--- config.mk ---
export PLATFORM = sky130hd
export DESIGN_NAME = cache_arbiter_flat
export DESIGN_NICKNAME = d
export VERILOG_FILES = /design/src/rtl/arbiter_pkg.sv /design/src/rtl/cache_arbiter_if.sv /design/src/rtl/cache_arbiter.sv /design/src/flat_wrapper.sv
export SDC_FILE = /design/constraint.sdc
export NUM_CORES = 1
export LEC_CHECK = 0
export ABC_AREA = 1
export CORE_AREA = 3 3 643 645
export CTS_CLUSTER_DIAMETER = 200
export DETAILED_ROUTE_END_ITERATION = 12
export DIE_AREA = 0 0 646 648
export PLACE_DENSITY_LB_ADDON = 0.15
export SLEW_MARGIN = 10
export SYNTH_ARGS = -nofsm -noshare
export SYNTH_HDL_FRONTEND = slang
export SYNTH_SLANG_ARGS = --single-unit
--- constraint.sdc ---
create_clock -name clk -period 2.1 [get_ports clk]
set_input_delay 0.42 -clock clk [delete_from_list [all_inputs] [get_ports clk]]
set_output_delay 0.42 -clock clk [all_outputs]
set_load 0.1 [all_outputs]
--- src/rtl/arbiter_pkg.sv ---
// Shared types and widths for the cache-to-memory arbiter.
package arbiter_pkg;

    localparam int LINE_WIDTH = 256;
    localparam int ADDR_WIDTH = 32;

    typedef enum logic [1:0] {
        ARB_IDLE    = 2'd0,
        ARB_SERVE_I = 2'd1,
        ARB_SERVE_D = 2'd2
    } arb_state_t;

endpackage

--- src/rtl/cache_arbiter_if.sv ---
// Signal bundle between the two caches, the arbiter and the downstream
// cacheline adapter.
//
// Handshake: a requester is pending while read|write is high and holds
// addr/read/write/wdata stable until it sees a one-cycle resp. rdata is
// valid in the cycle resp is high. Downstream raises dfp_resp for exactly
// one cycle per transaction; the arbiter never drops a grant before it.
interface cache_arbiter_if
    import arbiter_pkg::*;
#(
    parameter int AW = ADDR_WIDTH,
    parameter int LW = LINE_WIDTH
);
    // icache requester
    logic [AW-1:0] i_addr;
    logic          i_read;
    logic          i_write;
    logic [LW-1:0] i_wdata;
    logic [LW-1:0] i_rdata;
    logic          i_resp;
    // dcache requester
    logic [AW-1:0] d_addr;
    logic          d_read;
    logic          d_write;
    logic [LW-1:0] d_wdata;
    logic [LW-1:0] d_rdata;
    logic          d_resp;
    // downstream memory port
    logic [AW-1:0] dfp_addr;
    logic          dfp_read;
    logic          dfp_write;
    logic [LW-1:0] dfp_wdata;
    logic [LW-1:0] dfp_rdata;
    logic          dfp_resp;

    // Arbiter view.
    modport slave (
        input  i_addr, i_read, i_write, i_wdata,
        output i_rdata, i_resp,
        input  d_addr, d_read, d_write, d_wdata,
        output d_rdata, d_resp,
        output dfp_addr, dfp_read, dfp_write, dfp_wdata,
        input  dfp_rdata, dfp_resp
    );

    // Environment view: caches plus downstream memory.
    modport master (
        output i_addr, i_read, i_write, i_wdata,
        input  i_rdata, i_resp,
        output d_addr, d_read, d_write, d_wdata,
        input  d_rdata, d_resp,
        input  dfp_addr, dfp_read, dfp_write, dfp_wdata,
        output dfp_rdata, dfp_resp
    );
endinterface

--- src/rtl/cache_arbiter.sv ---
// Two-way round-robin arbiter sharing one cacheline memory port between
// the icache and dcache. The grant is held until the downstream responds.
module cache_arbiter
    import arbiter_pkg::*;
(
    input  logic            clk,
    input  logic            rst,
    cache_arbiter_if.slave  bus,
    output logic            busy,
    output arb_state_t      state_dbg
);

    arb_state_t state_q;
    arb_state_t state_d;
    logic       last_d;     // 1 when the dcache was the most recently served

    logic pend_i;
    logic pend_d;

    assign pend_i = bus.i_read | bus.i_write;
    assign pend_d = bus.d_read | bus.d_write;

    // Read data goes to both caches unconditionally; only resp is steered.
    assign bus.i_rdata = bus.dfp_rdata;
    assign bus.d_rdata = bus.dfp_rdata;

    assign state_dbg = state_q;

    // State register plus the round-robin pointer, updated on completion.
    always_ff @(posedge clk or posedge rst) begin
        if (rst) begin
            state_q <= ARB_IDLE;
            last_d  <= 1'b0;
        end else begin
            state_q <= state_d;
            if (bus.dfp_resp && (state_q == ARB_SERVE_I)) begin
                last_d <= 1'b0;
            end else if (bus.dfp_resp && (state_q == ARB_SERVE_D)) begin
                last_d <= 1'b1;
            end
        end
    end

    // Next state: pick a winner in idle, leave a serve state only on resp.
    always_comb begin
        state_d = state_q;
        case (state_q)
            ARB_IDLE: begin
                if (pend_i && pend_d) begin
                    // Tie goes to whoever was not served last.
                    state_d = last_d ? ARB_SERVE_I : ARB_SERVE_D;
                end else if (pend_d) begin
                    state_d = ARB_SERVE_D;
                end else if (pend_i) begin
                    state_d = ARB_SERVE_I;
                end
            end
            ARB_SERVE_I: begin
                if (bus.dfp_resp) state_d = ARB_IDLE;
            end
            ARB_SERVE_D: begin
                if (bus.dfp_resp) state_d = ARB_IDLE;
            end
            default: state_d = ARB_IDLE;
        endcase
    end

    // Outputs: pass the granted requester through; steer resp to it only.
    always_comb begin
        bus.dfp_addr  = '0;
        bus.dfp_read  = 1'b0;
        bus.dfp_write = 1'b0;
        bus.dfp_wdata = '0;
        bus.i_resp    = 1'b0;
        bus.d_resp    = 1'b0;
        busy          = 1'b0;
        case (state_q)
            ARB_SERVE_I: begin
                bus.dfp_addr  = bus.i_addr;
                bus.dfp_read  = bus.i_read;
                bus.dfp_write = bus.i_write;
                bus.dfp_wdata = bus.i_wdata;
                bus.i_resp    = bus.dfp_resp;
                busy          = 1'b1;
            end
            ARB_SERVE_D: begin
                bus.dfp_addr  = bus.d_addr;
                bus.dfp_read  = bus.d_read;
                bus.dfp_write = bus.d_write;
                bus.dfp_wdata = bus.d_wdata;
                bus.d_resp    = bus.dfp_resp;
                busy          = 1'b1;
            end
            default: ;
        endcase
    end

endmodule

--- src/flat_wrapper.sv ---
// flat-port wrapper written by rule: the top's interface ports become plain ports
module cache_arbiter_flat import arbiter_pkg::*;
  (clk, rst, busy, state_dbg, bus_i_addr, bus_i_read, bus_i_write, bus_i_wdata, bus_i_rdata, bus_i_resp, bus_d_addr, bus_d_read, bus_d_write, bus_d_wdata, bus_d_rdata, bus_d_resp, bus_dfp_addr, bus_dfp_read, bus_dfp_write, bus_dfp_wdata, bus_dfp_rdata, bus_dfp_resp);
  cache_arbiter_if bus_i ();
  input  logic clk;
  input  logic rst;
  output logic busy;
  output arb_state_t state_dbg;
  input wire logic [$bits(bus_i.i_addr)-1:0] bus_i_addr;
  input wire logic [$bits(bus_i.i_read)-1:0] bus_i_read;
  input wire logic [$bits(bus_i.i_write)-1:0] bus_i_write;
  input wire logic [$bits(bus_i.i_wdata)-1:0] bus_i_wdata;
  output wire logic [$bits(bus_i.i_rdata)-1:0] bus_i_rdata;
  output wire logic [$bits(bus_i.i_resp)-1:0] bus_i_resp;
  input wire logic [$bits(bus_i.d_addr)-1:0] bus_d_addr;
  input wire logic [$bits(bus_i.d_read)-1:0] bus_d_read;
  input wire logic [$bits(bus_i.d_write)-1:0] bus_d_write;
  input wire logic [$bits(bus_i.d_wdata)-1:0] bus_d_wdata;
  output wire logic [$bits(bus_i.d_rdata)-1:0] bus_d_rdata;
  output wire logic [$bits(bus_i.d_resp)-1:0] bus_d_resp;
  output wire logic [$bits(bus_i.dfp_addr)-1:0] bus_dfp_addr;
  output wire logic [$bits(bus_i.dfp_read)-1:0] bus_dfp_read;
  output wire logic [$bits(bus_i.dfp_write)-1:0] bus_dfp_write;
  output wire logic [$bits(bus_i.dfp_wdata)-1:0] bus_dfp_wdata;
  input wire logic [$bits(bus_i.dfp_rdata)-1:0] bus_dfp_rdata;
  input wire logic [$bits(bus_i.dfp_resp)-1:0] bus_dfp_resp;
  assign bus_i.i_addr = bus_i_addr;
  assign bus_i.i_read = bus_i_read;
  assign bus_i.i_write = bus_i_write;
  assign bus_i.i_wdata = bus_i_wdata;
  assign bus_i_rdata = bus_i.i_rdata;
  assign bus_i_resp = bus_i.i_resp;
  assign bus_i.d_addr = bus_d_addr;
  assign bus_i.d_read = bus_d_read;
  assign bus_i.d_write = bus_d_write;
  assign bus_i.d_wdata = bus_d_wdata;
  assign bus_d_rdata = bus_i.d_rdata;
  assign bus_d_resp = bus_i.d_resp;
  assign bus_dfp_addr = bus_i.dfp_addr;
  assign bus_dfp_read = bus_i.dfp_read;
  assign bus_dfp_write = bus_i.dfp_write;
  assign bus_dfp_wdata = bus_i.dfp_wdata;
  assign bus_i.dfp_rdata = bus_dfp_rdata;
  assign bus_i.dfp_resp = bus_dfp_resp;
  cache_arbiter u_core (.clk(clk), .rst(rst), .bus(bus_i), .busy(busy), .state_dbg(state_dbg));
endmodule
# Word-level counts from Yosys, hierarchy flattened
# Cells that the tools add are included.
# totals
register_bits	3
out_inout_bits	807
# op_classes
eq_ne	4
n_mux	15
n_bitwise	2
n_reduce_logical	7
# op_table
cell	count
$pmux 256 s2	1
$pmux 32 s2	1
$mux 2	5
$mux 1	5
$ne 4x1->1 const B	1
$pmux 1 s2	2
$pmux 2 s2	1
$logic_and 1x1->1	3
$eq 2x1->1 const B	1
$eq 2x2->1 const B	1
$logic_not 2->1	1
$ne 2x1->1 const B	1
$or 1x1->1	2
$reduce_and 2->1	1
$reduce_bool 2->1	1
$reduce_or 2->1	1

# Depth between registers and ports, before layout
# Gate-level depths: netlist of the first run.
# logic_depth
depth_word	5
mapped_depth	7
depth_no_buf	7

# Worst setup path before layout of the first run
# OpenSTA, ideal clock, no wires.
# synth_path
path_kind	reg-to-output
start	register u_core.state_q[0], in the netlist u_core.state_dbg[0]
end	output port bus_dfp_wdata[189]
arrival_time_ns	4.009
required_ns	1.680
slack_ns	-2.329
path_stages_with_launch	8
n_path_buf	3
path_cell_list	dfrtp_1 inv_1 ha_1 inv_2 buf_6 buf_6 buf_2 a21oi_1
# synth_between
elab_chain_len	2
elab_cells_between_ends	3
# synth_rtl
item	line_no	text
start: declaration	cache_arbiter.sv:13	arb_state_t state_q;
start signal: assignment	cache_arbiter.sv:35	state_q <= state_d;
$eq 2x2->1 / $eq 2x1->1 (equally long branches)	cache_arbiter.sv:77	case (state_q)
$pmux 256 s2 *	cache_arbiter.sv:77	
end: declaration	flat_wrapper.sv:24	output wire logic [$bits(bus_i.dfp_wdata)-1:0] bus_dfp_wdata;
# Every way passes the cells marked *; elsewhere a longest branch is shown, timed or not.

# Worst setup path after layout of the first run
# layout_path
start	register u_core.state_q[0], in the netlist u_core.state_dbg[0]
end	output port bus_dfp_wdata[171]
# Same word-level chain as after synthesis.

==> run metrics, run 1 <==
Total GRT Usage 11.42%; Reg2Reg Launch Point u_core.state_dbg[1]; DP Area 26,220 sq um; drt total wl 250,600 microns; failing checks setup timing; I/O pin cnt approximately 1,600; largest net degree at the start of global routing 35; final net count 2,776; via count 13,280; die area ~420,000 sq um; Clock Skew 0.003449 ns; vias in the first global route 13,500; pwr/cell area 1429 nW/um^2; count of state elements after synthesis 3; Rows 235; final worst slack -0.3982 ns; RSZ-0062 raised after global routing true; Max Clk Rate 400.3 MHz; Crit. End Element output port; cell count after synthesis 1,508; Leak Pwr about 7.6 nW; Post-Synthesis Net Count between 2,000 and 2,500; PortBufs 877; fin crit period 2.498 ns; FILL cells approximately 48,000; Setup CP Type flip-flop to output port; CTS Buf Count 3; CTS max path bufs 2; design area 28,900 sq um; area of the mapped netlist 9061 sq um; DR WL/cell 33.84 microns; worst vdd ir roughly 0.00067 V; critical path required time ~1.7 ns; Slew @ Worst Pin 0.4069 ns; CP max FO 25; clk root buf clkbuf_16; htree depth 1; CTS tree yes; Final period util 119.0%; most common cell after layout, fill and taps aside clkdlybuf4s50_1; Final setup violation count 292; Yosys Warn Count 0; CP Launch Type flip-flop; clk slew on worst S/H paths 0.03 ns; clock sinks 3; wl on met1 72,090 microns; ratio of cells with drive above 1 in the final layout 47.90%; Routability Congestion 0.7491; Syn Area/Cell 6.009 sq um; hold_buf cts 0; final hold viol count 0; Worst EP arrival ~2.1 ns; worst-skew pair later-pin latency around 0.23 ns; core area 408,700 sq um; Detail Route Antenna Nets 0; MaxCap Viol Count 0; Highest Signal Layer met5; Die W 646 microns; Hold Worst Slack 0.3999 ns; Worst slew margin 72.79%; Area Overhead vs Synth 218.9%; Die Span Y 648 microns; via/cell ratio 1.794; Slew Viols, Final 0; crit path launch u_core.state_dbg[0]; most frequent cells in the layout clkdlybuf4s50_1, nand2_1, buf_12, a21oi_4, nand2_2; total gr overflow 0; Starting Density 2.217%; DRC viols 0; routed wl met2 ~110,000 microns; antenna violations before repair 269; post-synthesis sequential area ratio 0.8285%; Synth cell types 17; first-pass GRT wire length about 280,000 microns; DRT iter0 DRCs about 570; DRT Pass-1 Iters 5; hpwl dp 233,300 microns; HP Class input pin to asynchronous set/reset pin; WL met3 approximately 63,000 microns; final core utilization 7.070%; status complete, but fails checks
==> worst paths after layout <==
| check | end | slack (ns) | depth (start not counted) |
|---|---|---|---|
| min | u_core.last_d | 0.40 | 2 |
| max | bus_dfp_wdata[171] | -0.40 | 7 |
| min reg2reg | u_core.last_d | 0.49 | 2 |
| max in group asynchronous | u_core.state_dbg[0] | 1.53 | 2 |
| max reg2reg | u_core.last_d | 0.16 | 10 |
| min in group clk | u_core.last_d | 0.49 | 2 |
==> critical path, cell delays in order, from the launching register on <==
cell and delay (ns):
dfrtp_4 0.48, inv_4 0.08, ha_4 0.18, buf_12 0.16, buf_16 0.21, nand2_2 0.17, a21oi_4 0.25, buf_12 0.21
==> metal layers <==
metal,GRT usage [%],up-vias
met2,17.80,1722
met4,1.478,200
met5,0.8009,-
met1,9.535,5654
li1,-,5114
met3,13.57,594
==> final cells by class <==
cell class | count | area (sq um) | share of cell area, %
well taps | 5451 | 6820 | 23.60
inverters | 8 | 58.81 | 0.2035
multi-input cells | 889 | 7564 | 26.18
clock buffers | 4 | 78.83 | 0.2728
flip-flops and latches | 3 | 82.58 | 0.2858
diodes | 22 | 55.05 | 0.1905
repair buffers | 1029 | 14240 | 49.27
==> power breakdown <==
part	total, mW	switching [mW]	internal [mW]
registers	0.118	0.0238	0.0946
clock network	0.303	0.0528	0.251
logic	40.9	26.9	14.0
==> through the flow <==
step	std cells	TNS, ns	total power, mW	worst slack (ns)
4_1_cts	7379	-107.82	41.78	-0.4421
3_3_place_gp	7329	-45.24	37.88	-0.5228
6_report	7406	-83.58	41.30	-0.3982
3_5_place_dp	7329	-41.85	37.75	-0.5521
2_1_floorplan	1508	-199.20	27.22	-1.314
5_1_grt	7391	-108.09	43.28	-0.4519
==> synth_stat cells <==
library cell	number	area, sq um
buf_6	47	529.3
inv_2	1	3.750
buf_2	18	90.09
a21oi_1	164	820.8
nand2_1	587	2203
nand3_1	2	10.01
inv_1	7	26.28
or2_2	1	6.260
clkbuf_8	10	137.6
dfrtp_1	3	75.07
ha_1	3	37.54
clkbuf_1	3	11.26
clkbuf_4	2	15.01
o21ai_0	4	20.02
nor2_1	2	7.510
a21oi_2	126	1104
buf_4	528	3964
==> cell families after synthesis <==
logic type | count (synthesis) | synth area share (%)
adder cells (fa/ha/maj) | 3 | 0.4143
buffers and inverters | 616 | 52.72
flip-flops | 3 | 0.8285
AND/OR/NAND/NOR | 592 | 24.58
AO/OA/AOI/OAI | 294 | 21.46
==> state kept, by name (all words and copies together) (netlist names) <==
name,count
u_core.state_dbg,2
u_core.last_d,1
==> what timing repair did <==
action | in CTS | in global routing
cloned | 16 | 6
pin swaps | 62 | 69
resized for setup | 267 | 161
endpoints found under the setup margin | 291 | 293
buffers inserted | 32 | 11
No activity file was read; power rests on OpenSTA's default activity.
==> run 2: changes to the inputs <==
--- a/config.mk
+++ b/config.mk
@@ -7,7 +7,6 @@
 export LEC_CHECK = 0
 export ABC_AREA = 1
 export CORE_AREA = 3 3 643 645
-export CTS_CLUSTER_DIAMETER = 200
 export DETAILED_ROUTE_END_ITERATION = 12
 export DIE_AREA = 0 0 646 648
 export PLACE_DENSITY_LB_ADDON = 0.15
==> results of run 2 <==
Same layout as run 1: the final DEF is identical, and so are final timing and power.
==> run 3: changes to the inputs <==
--- a/config.mk
+++ b/config.mk
@@ -10,7 +10,6 @@
 export DETAILED_ROUTE_END_ITERATION = 12
 export DIE_AREA = 0 0 646 648
 export PLACE_DENSITY_LB_ADDON = 0.15
-export SLEW_MARGIN = 10
 export SYNTH_ARGS = -nofsm -noshare
 export SYNTH_HDL_FRONTEND = slang
 export SYNTH_SLANG_ARGS = --single-unit
==> results of run 3 <==
Same layout as run 1: the final DEF is identical, and so are final timing and power.
